File: src/rtl/ifetch_pc_unit_pkg.sv
// ============================================================================
//  ifetch_pkg : shared types and constants for the instruction-fetch PC unit
//  Rev 1.0
// ============================================================================
`default_nettype none

package ifetch_pkg;

  localparam logic [31:0] c_PC_INC   = 32'd4;
  localparam logic [31:0] c_RESET_PC = 32'h0000_0000;

  // Tag is sized for the narrowest legal index; unused upper bits stay zero.
  typedef struct packed {
    logic        valid;
    logic [29:0] tag;
    logic [31:0] target;
  } btb_entry_t;

  function automatic logic [29:0] btb_tag(input logic [31:0] pc, input int bits);
    logic [31:0] w_shifted;
    w_shifted = pc >> (bits + 2);
    return w_shifted[29:0];
  endfunction

endpackage

`default_nettype wire

File: src/rtl/ifetch_pc_unit_if.sv
// ============================================================================
//  ifetch_pc_unit_if : fetch-side bus (predictor, IF/ID register, EX feedback)
//  Rev 1.0
// ============================================================================
`default_nettype none

interface ifetch_pc_unit_if #(
  parameter int PHT_BITS = 5
);
  logic [31:0]         pc_if;
  logic                pred_taken_if;
  logic [PHT_BITS-1:0] pht_idx_if;
  logic                id_valid;
  logic                id_ready;
  logic [31:0]         id_pc;
  logic                id_pred_taken;
  logic [31:0]         id_pred_target;
  logic [PHT_BITS-1:0] id_pht_idx;
  logic                ex_redirect;
  logic [31:0]         ex_redirect_pc;
  logic                ex_btb_we;
  logic [31:0]         ex_btb_pc;
  logic [31:0]         ex_btb_target;

  modport master (
    output pc_if, id_valid, id_pc, id_pred_taken, id_pred_target, id_pht_idx,
    input  pred_taken_if, pht_idx_if, id_ready,
    input  ex_redirect, ex_redirect_pc, ex_btb_we, ex_btb_pc, ex_btb_target
  );

  modport slave (
    input  pc_if, id_valid, id_pc, id_pred_taken, id_pred_target, id_pht_idx,
    output pred_taken_if, pht_idx_if, id_ready,
    output ex_redirect, ex_redirect_pc, ex_btb_we, ex_btb_pc, ex_btb_target
  );
endinterface

`default_nettype wire

File: src/rtl/ifetch_pc_unit_btb_dm.sv
// ============================================================================
//  btb_dm : direct-mapped BTB, combinational read, one synchronous write port
//  Rev 1.0
// ============================================================================
`default_nettype none

module btb_dm
  import ifetch_pkg::*;
#(
  parameter int ENTRIES = 16,
  parameter int BITS    = 4
) (
  input  wire logic        clk,
  input  wire logic        rst_n,
  input  wire logic [31:0] i_rd_pc,
  output logic             o_hit,
  output logic [31:0]      o_target,
  input  wire logic        i_we,
  input  wire logic [31:0] i_wr_pc,
  input  wire logic [31:0] i_wr_target
);

  logic [ENTRIES-1:0] r_valid;
  logic [29:0]        r_tag    [ENTRIES];
  logic [31:0]        r_target [ENTRIES];

  logic [BITS-1:0]    w_rd_idx;
  logic [BITS-1:0]    w_wr_idx;
  btb_entry_t         w_rd_entry;

  assign w_rd_idx = i_rd_pc[BITS+1:2];
  assign w_wr_idx = i_wr_pc[BITS+1:2];

  // Read sees pre-write contents; a same-cycle write lands on the next edge.
  assign w_rd_entry = '{valid:  r_valid[w_rd_idx],
                        tag:    r_tag[w_rd_idx],
                        target: r_target[w_rd_idx]};

  assign o_hit    = w_rd_entry.valid && (w_rd_entry.tag == btb_tag(i_rd_pc, BITS));
  assign o_target = w_rd_entry.target;

  always_ff @(posedge clk or negedge rst_n) begin
    if (!rst_n) begin
      r_valid <= '0;
    end else if (i_we) begin
      r_valid[w_wr_idx] <= 1'b1;
    end
  end

  // Payload needs no reset: it is only observed through a valid bit.
  always_ff @(posedge clk) begin
    if (i_we) begin
      r_tag[w_wr_idx]    <= btb_tag(i_wr_pc, BITS);
      r_target[w_wr_idx] <= i_wr_target;
    end
  end

endmodule

`default_nettype wire

File: src/rtl/ifetch_pc_unit.sv
// ============================================================================
//  ifetch_pc_unit : fetch PC register, BTB-based next-PC select, IF/ID register
//  Rev 1.0
// ============================================================================
`default_nettype none

module ifetch_pc_unit
  import ifetch_pkg::*;
#(
  parameter logic [31:0] RESET_PC    = c_RESET_PC,
  parameter int          BTB_ENTRIES = 16,
  parameter int          BTB_BITS    = 4,
  parameter int          PHT_BITS    = 5
) (
  input wire logic          clk,
  input wire logic          rst_n,
  ifetch_pc_unit_if.master  bus
);

  logic [31:0]         r_pc;
  logic                r_id_valid;
  logic [31:0]         r_id_pc;
  logic                r_id_taken;
  logic [31:0]         r_id_target;
  logic [PHT_BITS-1:0] r_id_pht;

  logic                w_btb_hit;
  logic [31:0]         w_btb_target;
  logic                w_taken_sel;
  logic [31:0]         w_next_pc;
  logic                w_adv;

  btb_dm #(
    .ENTRIES (BTB_ENTRIES),
    .BITS    (BTB_BITS)
  ) u_btb (
    .clk         (clk),
    .rst_n       (rst_n),
    .i_rd_pc     (r_pc),
    .o_hit       (w_btb_hit),
    .o_target    (w_btb_target),
    .i_we        (bus.ex_btb_we),
    .i_wr_pc     (bus.ex_btb_pc),
    .i_wr_target (bus.ex_btb_target)
  );

  assign w_taken_sel = w_btb_hit & bus.pred_taken_if;
  assign w_next_pc   = w_taken_sel ? w_btb_target : (r_pc + c_PC_INC);
  assign w_adv       = !r_id_valid || bus.id_ready;

  // Redirect outranks advance; on redirect the IF/ID payload holds but is invalid.
  always_ff @(posedge clk or negedge rst_n) begin
    if (!rst_n) begin
      r_pc        <= RESET_PC;
      r_id_valid  <= 1'b0;
      r_id_pc     <= '0;
      r_id_taken  <= 1'b0;
      r_id_target <= '0;
      r_id_pht    <= '0;
    end else if (bus.ex_redirect) begin
      r_pc       <= bus.ex_redirect_pc;
      r_id_valid <= 1'b0;
    end else if (w_adv) begin
      r_pc        <= w_next_pc;
      r_id_valid  <= 1'b1;
      r_id_pc     <= r_pc;
      r_id_taken  <= w_taken_sel;
      r_id_target <= w_next_pc;
      r_id_pht    <= bus.pht_idx_if;
    end
  end

  assign bus.pc_if          = r_pc;
  assign bus.id_valid       = r_id_valid;
  assign bus.id_pc          = r_id_pc;
  assign bus.id_pred_taken  = r_id_taken;
  assign bus.id_pred_target = r_id_target;
  assign bus.id_pht_idx     = r_id_pht;

endmodule

`default_nettype wire

File: src/flat_wrapper.sv
// flat-port wrapper written by rule: the top's interface ports become plain ports
module ifetch_pc_unit_flat import ifetch_pkg::*;
#(
  parameter logic [31:0] RESET_PC    = c_RESET_PC,
  parameter int          BTB_ENTRIES = 16,
  parameter int          BTB_BITS    = 4,
  parameter int          PHT_BITS    = 5
)
  (clk, rst_n, bus_pc_if, bus_id_valid, bus_id_pc, bus_id_pred_taken, bus_id_pred_target, bus_id_pht_idx, bus_pred_taken_if, bus_pht_idx_if, bus_id_ready, bus_ex_redirect, bus_ex_redirect_pc, bus_ex_btb_we, bus_ex_btb_pc, bus_ex_btb_target);
  ifetch_pc_unit_if #(.PHT_BITS(PHT_BITS)) bus_i ();
  input wire logic clk;
  input wire logic rst_n;
  output wire logic [$bits(bus_i.pc_if)-1:0] bus_pc_if;
  output wire logic [$bits(bus_i.id_valid)-1:0] bus_id_valid;
  output wire logic [$bits(bus_i.id_pc)-1:0] bus_id_pc;
  output wire logic [$bits(bus_i.id_pred_taken)-1:0] bus_id_pred_taken;
  output wire logic [$bits(bus_i.id_pred_target)-1:0] bus_id_pred_target;
  output wire logic [$bits(bus_i.id_pht_idx)-1:0] bus_id_pht_idx;
  input wire logic [$bits(bus_i.pred_taken_if)-1:0] bus_pred_taken_if;
  input wire logic [$bits(bus_i.pht_idx_if)-1:0] bus_pht_idx_if;
  input wire logic [$bits(bus_i.id_ready)-1:0] bus_id_ready;
  input wire logic [$bits(bus_i.ex_redirect)-1:0] bus_ex_redirect;
  input wire logic [$bits(bus_i.ex_redirect_pc)-1:0] bus_ex_redirect_pc;
  input wire logic [$bits(bus_i.ex_btb_we)-1:0] bus_ex_btb_we;
  input wire logic [$bits(bus_i.ex_btb_pc)-1:0] bus_ex_btb_pc;
  input wire logic [$bits(bus_i.ex_btb_target)-1:0] bus_ex_btb_target;
  assign bus_pc_if = bus_i.pc_if;
  assign bus_id_valid = bus_i.id_valid;
  assign bus_id_pc = bus_i.id_pc;
  assign bus_id_pred_taken = bus_i.id_pred_taken;
  assign bus_id_pred_target = bus_i.id_pred_target;
  assign bus_id_pht_idx = bus_i.id_pht_idx;
  assign bus_i.pred_taken_if = bus_pred_taken_if;
  assign bus_i.pht_idx_if = bus_pht_idx_if;
  assign bus_i.id_ready = bus_id_ready;
  assign bus_i.ex_redirect = bus_ex_redirect;
  assign bus_i.ex_redirect_pc = bus_ex_redirect_pc;
  assign bus_i.ex_btb_we = bus_ex_btb_we;
  assign bus_i.ex_btb_pc = bus_ex_btb_pc;
  assign bus_i.ex_btb_target = bus_ex_btb_target;
  ifetch_pc_unit #(.RESET_PC(RESET_PC), .BTB_ENTRIES(BTB_ENTRIES), .BTB_BITS(BTB_BITS), .PHT_BITS(PHT_BITS)) u_core (.clk(clk), .rst_n(rst_n), .bus(bus_i));
endmodule
File: config.mk
export PLATFORM = sky130hd
export DESIGN_NAME = ifetch_pc_unit_flat
export DESIGN_NICKNAME = d
export VERILOG_FILES = /design/src/rtl/ifetch_pc_unit_pkg.sv /design/src/rtl/ifetch_pc_unit_if.sv /design/src/rtl/ifetch_pc_unit_btb_dm.sv /design/src/rtl/ifetch_pc_unit.sv /design/src/flat_wrapper.sv
export SDC_FILE = /design/constraint.sdc
export NUM_CORES = 1
export LEC_CHECK = 0
export CAP_MARGIN = 0
export CORE_MARGIN = 2
export CORE_UTILIZATION = 54
export DETAILED_ROUTE_END_ITERATION = 10
export GPL_TIMING_DRIVEN = 1
export PLACE_DENSITY = 0.83
export SKIP_LAST_GASP = 1
export SYNTH_ARGS = -nofsm -noshare
export SYNTH_HDL_FRONTEND = slang
export SYNTH_SLANG_ARGS = --single-unit
File: constraint.sdc
create_clock -name clk -period 3.3 [get_ports clk]
set_clock_uncertainty 0.15 [all_clocks]
set_input_delay 0.66 -clock clk [delete_from_list [all_inputs] [get_ports clk]]
set_output_delay 0.66 -clock clk [all_outputs]
set_load 0.01 [all_outputs]
---- Word level (Yosys, flattened, before mapping) ----
Memories as Yosys holds them, arrays and structs flattened.
Cells that the tools add are included.
word-level totals
  flip-flop bits (word level) ............. 119
  bits in writable memories ............... 928
  output and inout port bits .............. 103
  memories ................................ 2
cells by class
  $add $sub $neg .......................... 1
  order comparisons ....................... 3
  equality and inequality tests ........... 1
  multiplexer cells ....................... 11
  bitwise logic cells ..................... 3
  reduce and logical (&&, ||, !) cells .... 6
memory list
  name                   depth  width  read ports  clocked after Yosys merged registers in  write ports  RTL line                     RTL
  u_core.u_btb.r_target  16     32     1           0                                        1            ifetch_pc_unit_btb_dm.sv:25  logic [31:0] r_target [ENTRIES];
  u_core.u_btb.r_tag     16     26     1           0                                        1            ifetch_pc_unit_btb_dm.sv:24  logic [29:0] r_tag [ENTRIES];
operators by type and width
  kind                     number
  $mux W32                 3
  $add A32 B3 Y32 const B  1
  $eq A30 B26 Y1           1
  $or A16 B16 Y16          1
  $lt A4 B5 Y1 const B     2
  $mux W1                  6
  $bmux W1 S4              1
  $demux W1 S4             1
  $ge A4 B1 Y1 const B     1
  $logic_and A1 B1 Y1      2
  $reduce_and A2 Y1        1
  $reduce_bool A2 Y1       1
  $and A1 B1 Y1            1
  $logic_not A1 Y1         1
  $logic_or A1 B1 Y1       1
  $not A1 Y1               1

---- Longest topological paths before layout ----
  depth after elaboration ................. 7
  gate-level depth with buffers ........... 15

---- By module ----
A second synthesis with hierarchy kept.
second synthesis, totals
  cells, all modules ...................... 2068
  area total of the unflattened synthesis .. 41357.2 µm²
modules (own cells, without submodules)
  module          times used  cells each  area an instance (µm²)  sequential area each (µm²)
  btb_dm          1           1480        36206.0                 28267.1
  ifetch_pc_unit  1           588         5151.2                  2577.5

---- Least setup slack after synthesis ----
Ideal clock, no wire load.
  kind .................................... input port to flip-flop
  start ................................... input bus_ex_btb_pc[4]
  end ..................................... register u_core.u_btb.r_valid[0]
  setup time .............................. 0.089 ns
  data arrival time ....................... 5.625 ns
  required time ........................... 3.061 ns
  slack ................................... -2.565 ns
  stages .................................. 3
  path buffers ............................ 0
  cell sequence ........................... or3b_2 > nor3_1 > or2_2
between the ends
  cells in the longest elaborated chain, start to end .. 5
ends and longest elaborated chain
  element                                                             RTL line                     RTL
  from (decl)                                                         flat_wrapper.sv:25           input wire logic [$bits(bus_i.ex_btb_pc)-1:0] bus_ex_btb_pc;
  $lt A4 B5 Y1 (not written as such) or $ge A4 B1 Y1 (tied branches)  ifetch_pc_unit_btb_dm.sv:46  r_valid[w_wr_idx] <= 1'b1;
  $logic_and A1 B1 Y1 (not written as such)                           ifetch_pc_unit_btb_dm.sv:46
  $mux W1 (not written as such)                                       ifetch_pc_unit_btb_dm.sv:46
  $demux W1 S4 (*)                                                    ifetch_pc_unit_btb_dm.sv:46
  $or A16 B16 Y16 (no source line) (*)                                --
  to (signal assigned)                                                ifetch_pc_unit_btb_dm.sv:44  r_valid <= '0;
  to (signal, indexed assignment)                                     ifetch_pc_unit_btb_dm.sv:46
  to (decl)                                                           ifetch_pc_unit_btb_dm.sv:23  logic [ENTRIES-1:0] r_valid;
Mark *: on every way between the ends. The rest lies on a longest branch, timed or not.
A chain may end at the register's enable or synchronous reset.

---- Worst setup path after layout ----
  start ................................... register u_core.r_pc[2], in the netlist u_core.bus.pc_if[2]
  end ..................................... register u_core.r_pc[8], in the netlist u_core.bus.pc_if[8]
between the ends
  cells in the longest elaborated chain, start to end .. 7
ends and longest elaborated chain
  element                                         RTL line                                                  RTL
  from (decl)                                     ifetch_pc_unit.sv:20                                      logic [31:0] r_pc;
  from (signal assigned)                          ifetch_pc_unit.sv:61                                      r_pc <= bus.ex_redirect_pc;
  from (signal assigned)                          ifetch_pc_unit.sv:64                                      r_pc <= w_next_pc;
  $mem_v2 Z16 W26 or $bmux W1 S4 (tied branches)  --
  $eq A30 B26 Y1 or $mux W1 (tied branches)       ifetch_pc_unit_btb_dm.sv:39, ifetch_pc_unit_btb_dm.sv:35
  $logic_and A1 B1 Y1                             ifetch_pc_unit_btb_dm.sv:39                               assign o_hit = w_rd_entry.valid && (w_rd_entry.tag == btb_tag(i_rd_pc, BITS));
  $and A1 B1 Y1                                   ifetch_pc_unit.sv:47                                      assign w_taken_sel = w_btb_hit & bus.pred_taken_if;
  $mux W32 (*)                                    ifetch_pc_unit.sv:48                                      assign w_next_pc = w_taken_sel ? w_btb_target : (r_pc + c_PC_INC);
  $mux W32 (*)                                    ifetch_pc_unit.sv:63                                      end else if (w_adv) begin
  $mux W32 (*)                                    ifetch_pc_unit.sv:60                                      end else if (bus.ex_redirect) begin
Mark *: on every way between the ends. The rest lies on a longest branch, timed or not. The select of a mux whose other input is x is not followed.

==> flow_summary_export.csv <==
group,metric,value,unit
setup_path,rrSetupSlack,-590,ps
setup_path,crit_required,3680,ps
cells_and_area,fin_area,51000,µm²
yosys,synthesis.nets,2315,
die,std_cell_rows,102,
sta,unrepaired_setup_endpoints_after_global_routing,"true",
clock_tree,tritoncts_num_sinks,1047,
cells_and_area,multi_input_area,10700,µm²
placement,dp.final_hpwl,74000,µm
outcome,status,"finished, violations left",
yosys,post_synth_num_cell_types,75,
cells_and_area,area_delta_synth_final,22.0,%
die,design.core.area,77100,µm²
power,p_per_area,620,nW/µm²
power,power.switching_fraction,25.0,%
cells_and_area,finalCoreUtilization,66.2,%
clock_tree,htree_num_levels,3,
grt,antenna_found_initial,9,
setup_path,worst_setup_path_end_kind,"flip-flop",
yosys,syn-cell-area,41800,µm²
setup_path,worstSetupStartpointType,"flip-flop",
detailed_routing,vias_per_cell,6.63,
setup_path,critical_path.startpoint,"u_core.bus.pc_if[2]$_DFFE_PN0P_",
clock_tree,cts.reportedPaths.clkPinSlew,60,ps
placement,io_buffer_count,207,
clock_tree,cts_buffers,100,
sta,setup_violations,65,
clock_tree,clock_tree_buf_depth,3,
outcome,violations,"negative setup slack",
yosys,synth.yosys.seq_area_share,73.8,%
sta,timing.max_slew.rel_slack,35.2,%
power,power.share.sequential,48.2,%
setup_path,crit-reg2reg-capture,"u_core.bus.pc_if[8]$_DFFE_PN0P_",
power,power_share_of_the_combinational_group,15.7,%
power,total_switching_power,7.91,mW
power,p_leak,17.4,nW
placement,gpl.final_weighted_congestion,0.966,
min_path,min_to,"u_core.u_btb.r_valid[0]$_DFFE_PN0P_",
yosys,syn_avg_cell_area,18.9,µm²
detailed_routing,drt-wirelength-per-cell,33.2,µm
detailed_routing,initialDrtViolationCount,3690,
sta,timing.final.ws_setup,-591,ps
detailed_routing,drc_errors,0,
die,floorplan.die.height,282,µm
setup_path,worstSetupPathType,"flip-flop to flip-flop",
setup_path,timing.critical_path.arrival,4280,ps
power,power,31.6,mW
sta,timing_worst_slew_pin_value,972,ps
die,die_area,79700,µm²
min_path,worstHoldPathType,"flip-flop to flip-flop",
run,max_cap_viol_count,0,
min_path,holdPathStages,1,
yosys,ys_async_sr_fraction,11.4,%
detailed_routing,drt-pass1-iter-count,5,
die,die_width,282,µm
die,ios,210,
power,p_clk_share,36.2,%
clock_tree,cts-root-buf,"clkbuf_16",
cells_and_area,fin_nets,2743,
sta,timing_max_transition_violations_final,0,
grt,grt_overflow,0,
sta,fmax,257,MHz
cells_and_area,layout.filler_cells,4704,
power,worst_ir_drop_vdd,0.487,mV
placement,placed_area,46900,µm²
clock_tree,cts_tree,"yes",
grt,wire_length_of_the_first_global_routing_pass,176000,µm
detailed_routing,detailroute.via_count,24966,
grt,grt_pass1_vias,25425,
yosys,syn_inst,2207,
detailed_routing,detail_route.wirelength,125000,µm
die,initial_utilization,54.2,%
yosys,yosys_warnings,0,
grt,groute.usage.overall,31.4,%
sta,finalHoldViolCount,0,
yosys,synth_enable_flop_cells,928,
cells_and_area,post_route_cells_drive_above_1_share,27.6,%
clock_tree,clock_latency,690,ps
setup_path,timing.critical_path.fanout_max,8,
yosys,ys_dominant_reg_cell,"edfxtp_1",
sta,timing.final.crit_period,3890,ps
power,p_int,23.7,mW
sta,final_min_period_over_clock_period,118,%
detailed_routing,route.antenna.remaining_nets,0,
yosys,post_synthesis_sequential_element_count,1047,
min_path,hp-start,"u_core.u_btb.r_valid[0]$_DFFE_PN0P_",
cells_and_area,sequential_cell_area,30900,µm²
setup_path,rr_worst_depth,11,
grt,maximum_number_of_pins_on_one_net_before_global_route_repair,99,
setup_path,r2r-start,"u_core.bus.pc_if[2]$_DFFE_PN0P_",
==> routing by layer <==
metal  track usage (%)  routed length [µm]  vias to the layer above  share of wire [%]
met2              50.4               60700                     2075                 49
met3              7.51               15200                      400                 12
li1                  -                   -                     9740                  -
met5                 0                  44                        -              0.035
met1              40.5               42900                    12745                 34
met4              15.5                6260                        6                5.0
==> sequential cells by signal, summed over array words and instances (netlist names) <==
register	flops
u_core.bus.id_valid	1
u_core.bus.id_pred_taken	1
u_core.bus.id_pred_target	32
u_core.bus.pc_if	32
u_core.u_btb.r_valid	16
u_core.u_btb.r_target	512
u_core.bus.id_pc	32
u_core.bus.id_pht_idx	5
u_core.u_btb.r_tag	416
==> layout make-up <==
cell class,count,share of cell area (%)
inverters,17,0.125
clock inverters,57,1.20
well taps,1040,2.55
flip-flops and latches,1047,60.5
clock buffers,128,5.19
diodes,6,0.0294
multi-input cells,1010,21.0
repair buffers,459,9.38
==> logic make-up after synthesis <==
| kind of cell | count (synthesis) | share of synthesized area (%) |
|---|---|---|
| buffers and inverters | 150 | 1.92 |
| XOR/XNOR | 42 | 0.880 |
| AND/OR/NAND/NOR | 356 | 4.03 |
| flip-flops | 1047 | 73.8 |
| adder cells (fa/ha/maj) | 1 | 0.0299 |
| AO/OA/AOI/OAI | 242 | 3.60 |
| multiplexers | 369 | 15.8 |
==> synth_stat cells, drive strengths merged (3+ instances only) <==
cell type  number  area [µm²]
a22oi          18         140
mux4          225        5120
inv            16        60.1
xnor2          32         280
and3           23         144
nand3b          4        30.0
o21ai         102         510
o22a            3        26.3
o2bb2ai         3        26.3
or2            19         119
mux2i         115        1150
mux2           29         327
edfxtp        928       27900
clkbuf         71         267
nor4            6        43.8
dfrtp         119        2980
a21oi          39         195
nand2b          7        43.8
o31ai           3        22.5
o22ai          25         156
a221oi          3        26.3
and2            4        25.0
nand3          21         105
o32ai           4        35.0
or3             4        25.0
buf            62         472
nor2           45         169
a2111oi         4        47.6
xor2           10        87.6
nor3           11        55.1
a31oi           8        50.1
nand4          10        62.6
nor2b          12        75.1
nor3b           5        37.5
a211oi          5        47.5
nand2         175         657
nor4b           3        32.5
a22o            4        35.0
==> per-stage QoR <==
step | setup WS, ps | cells | setup TNS [ps] | hold WS (ps)
2_1_floorplan | -963 | 2207 | -215160 | 214
4_1_cts | -361 | 3754 | -19210 | 315
5_1_grt | -637 | 3763 | -37550 | 336
3_3_place_gp | -590 | 3548 | -31710 | 296
3_5_place_dp | -701 | 3548 | -37020 | 299
6_report | -591 | 3764 | -33350 | 321
==> layout by cell type, fill, tap and decap left out, drive strengths merged, types with 6 or more instances in the layout <==
master	n
clkinv	43
a21oi	39
mux2i	115
bufinv	10
nor3	11
nand4	10
nand2	175
dfrtp	119
clkdlybuf4s50	206
nor2b	12
edfxtp	928
mux4	225
nor2	45
buf	249
diode	6
nand3	21
or2	19
a31oi	8
a22oi	18
nand2b	7
clkbuf	128
xnor2	32
inv	18
and3	23
xor2	10
o21ai	102
mux2	29
o22ai	25
nor4	6
==> power by group through the flow <==
| stage | combinational, mW | sequential (mW) | clock, mW |
|---|---|---|---|
| after global placement | 4.30 | 15.5 | 0 |
| after CTS | 4.78 | 15.2 | 11.5 |
| final | 4.95 | 15.2 | 11.4 |
| after floorplan | 2.33 | 15.4 | 0 |
| after global routing | 5.14 | 15.2 | 12.0 |
| after detailed placement | 4.41 | 15.5 | 0 |
==> critical path, cell delays in order (launching register included) <==
cell and delay (ps):
dfrtp_4 570, buf_6 160, mux4_2 510, a32o_2 290
nor4_2 310, a22o_1 240, nand4_1 170, nor4_4 350
and4_4 370, buf_12 210, mux2i_4 290, o21ai_1 100
==> timing repair <==
action                                  4_1_cts  5_1_grt
endpoints found under the setup margin       65       65
setup buffers                                14        6
hold endpoints to repair                     92        0
gates resized for setup                      87       38
gates cloned                                  6        0
pin swaps                                    21       10
hold buffers                                  1        0
==> worst max path at each step <==
| stage | end | slack (ps) | cells past startpoint |
|---|---|---|---|
| 2_1_floorplan | u_core.u_btb.r_tag[1][0]$_DFFE_PP_ | -960 | 2 |
| 3_3_place_gp | u_core.bus.id_pred_target[9]$_DFFE_PN0P_ | -590 | 13 |
| 3_5_place_dp | u_core.bus.pc_if[8]$_DFFE_PN0P_ | -700 | 12 |
| 4_1_cts | u_core.bus.id_pred_target[20]$_DFFE_PN0P_ | -360 | 13 |
| 5_1_grt | u_core.bus.pc_if[9]$_DFFE_PN0P_ | -640 | 12 |
| 6_report | u_core.bus.pc_if[8]$_DFFE_PN0P_ | -590 | 11 |
(Power assumes the default switching activity.)
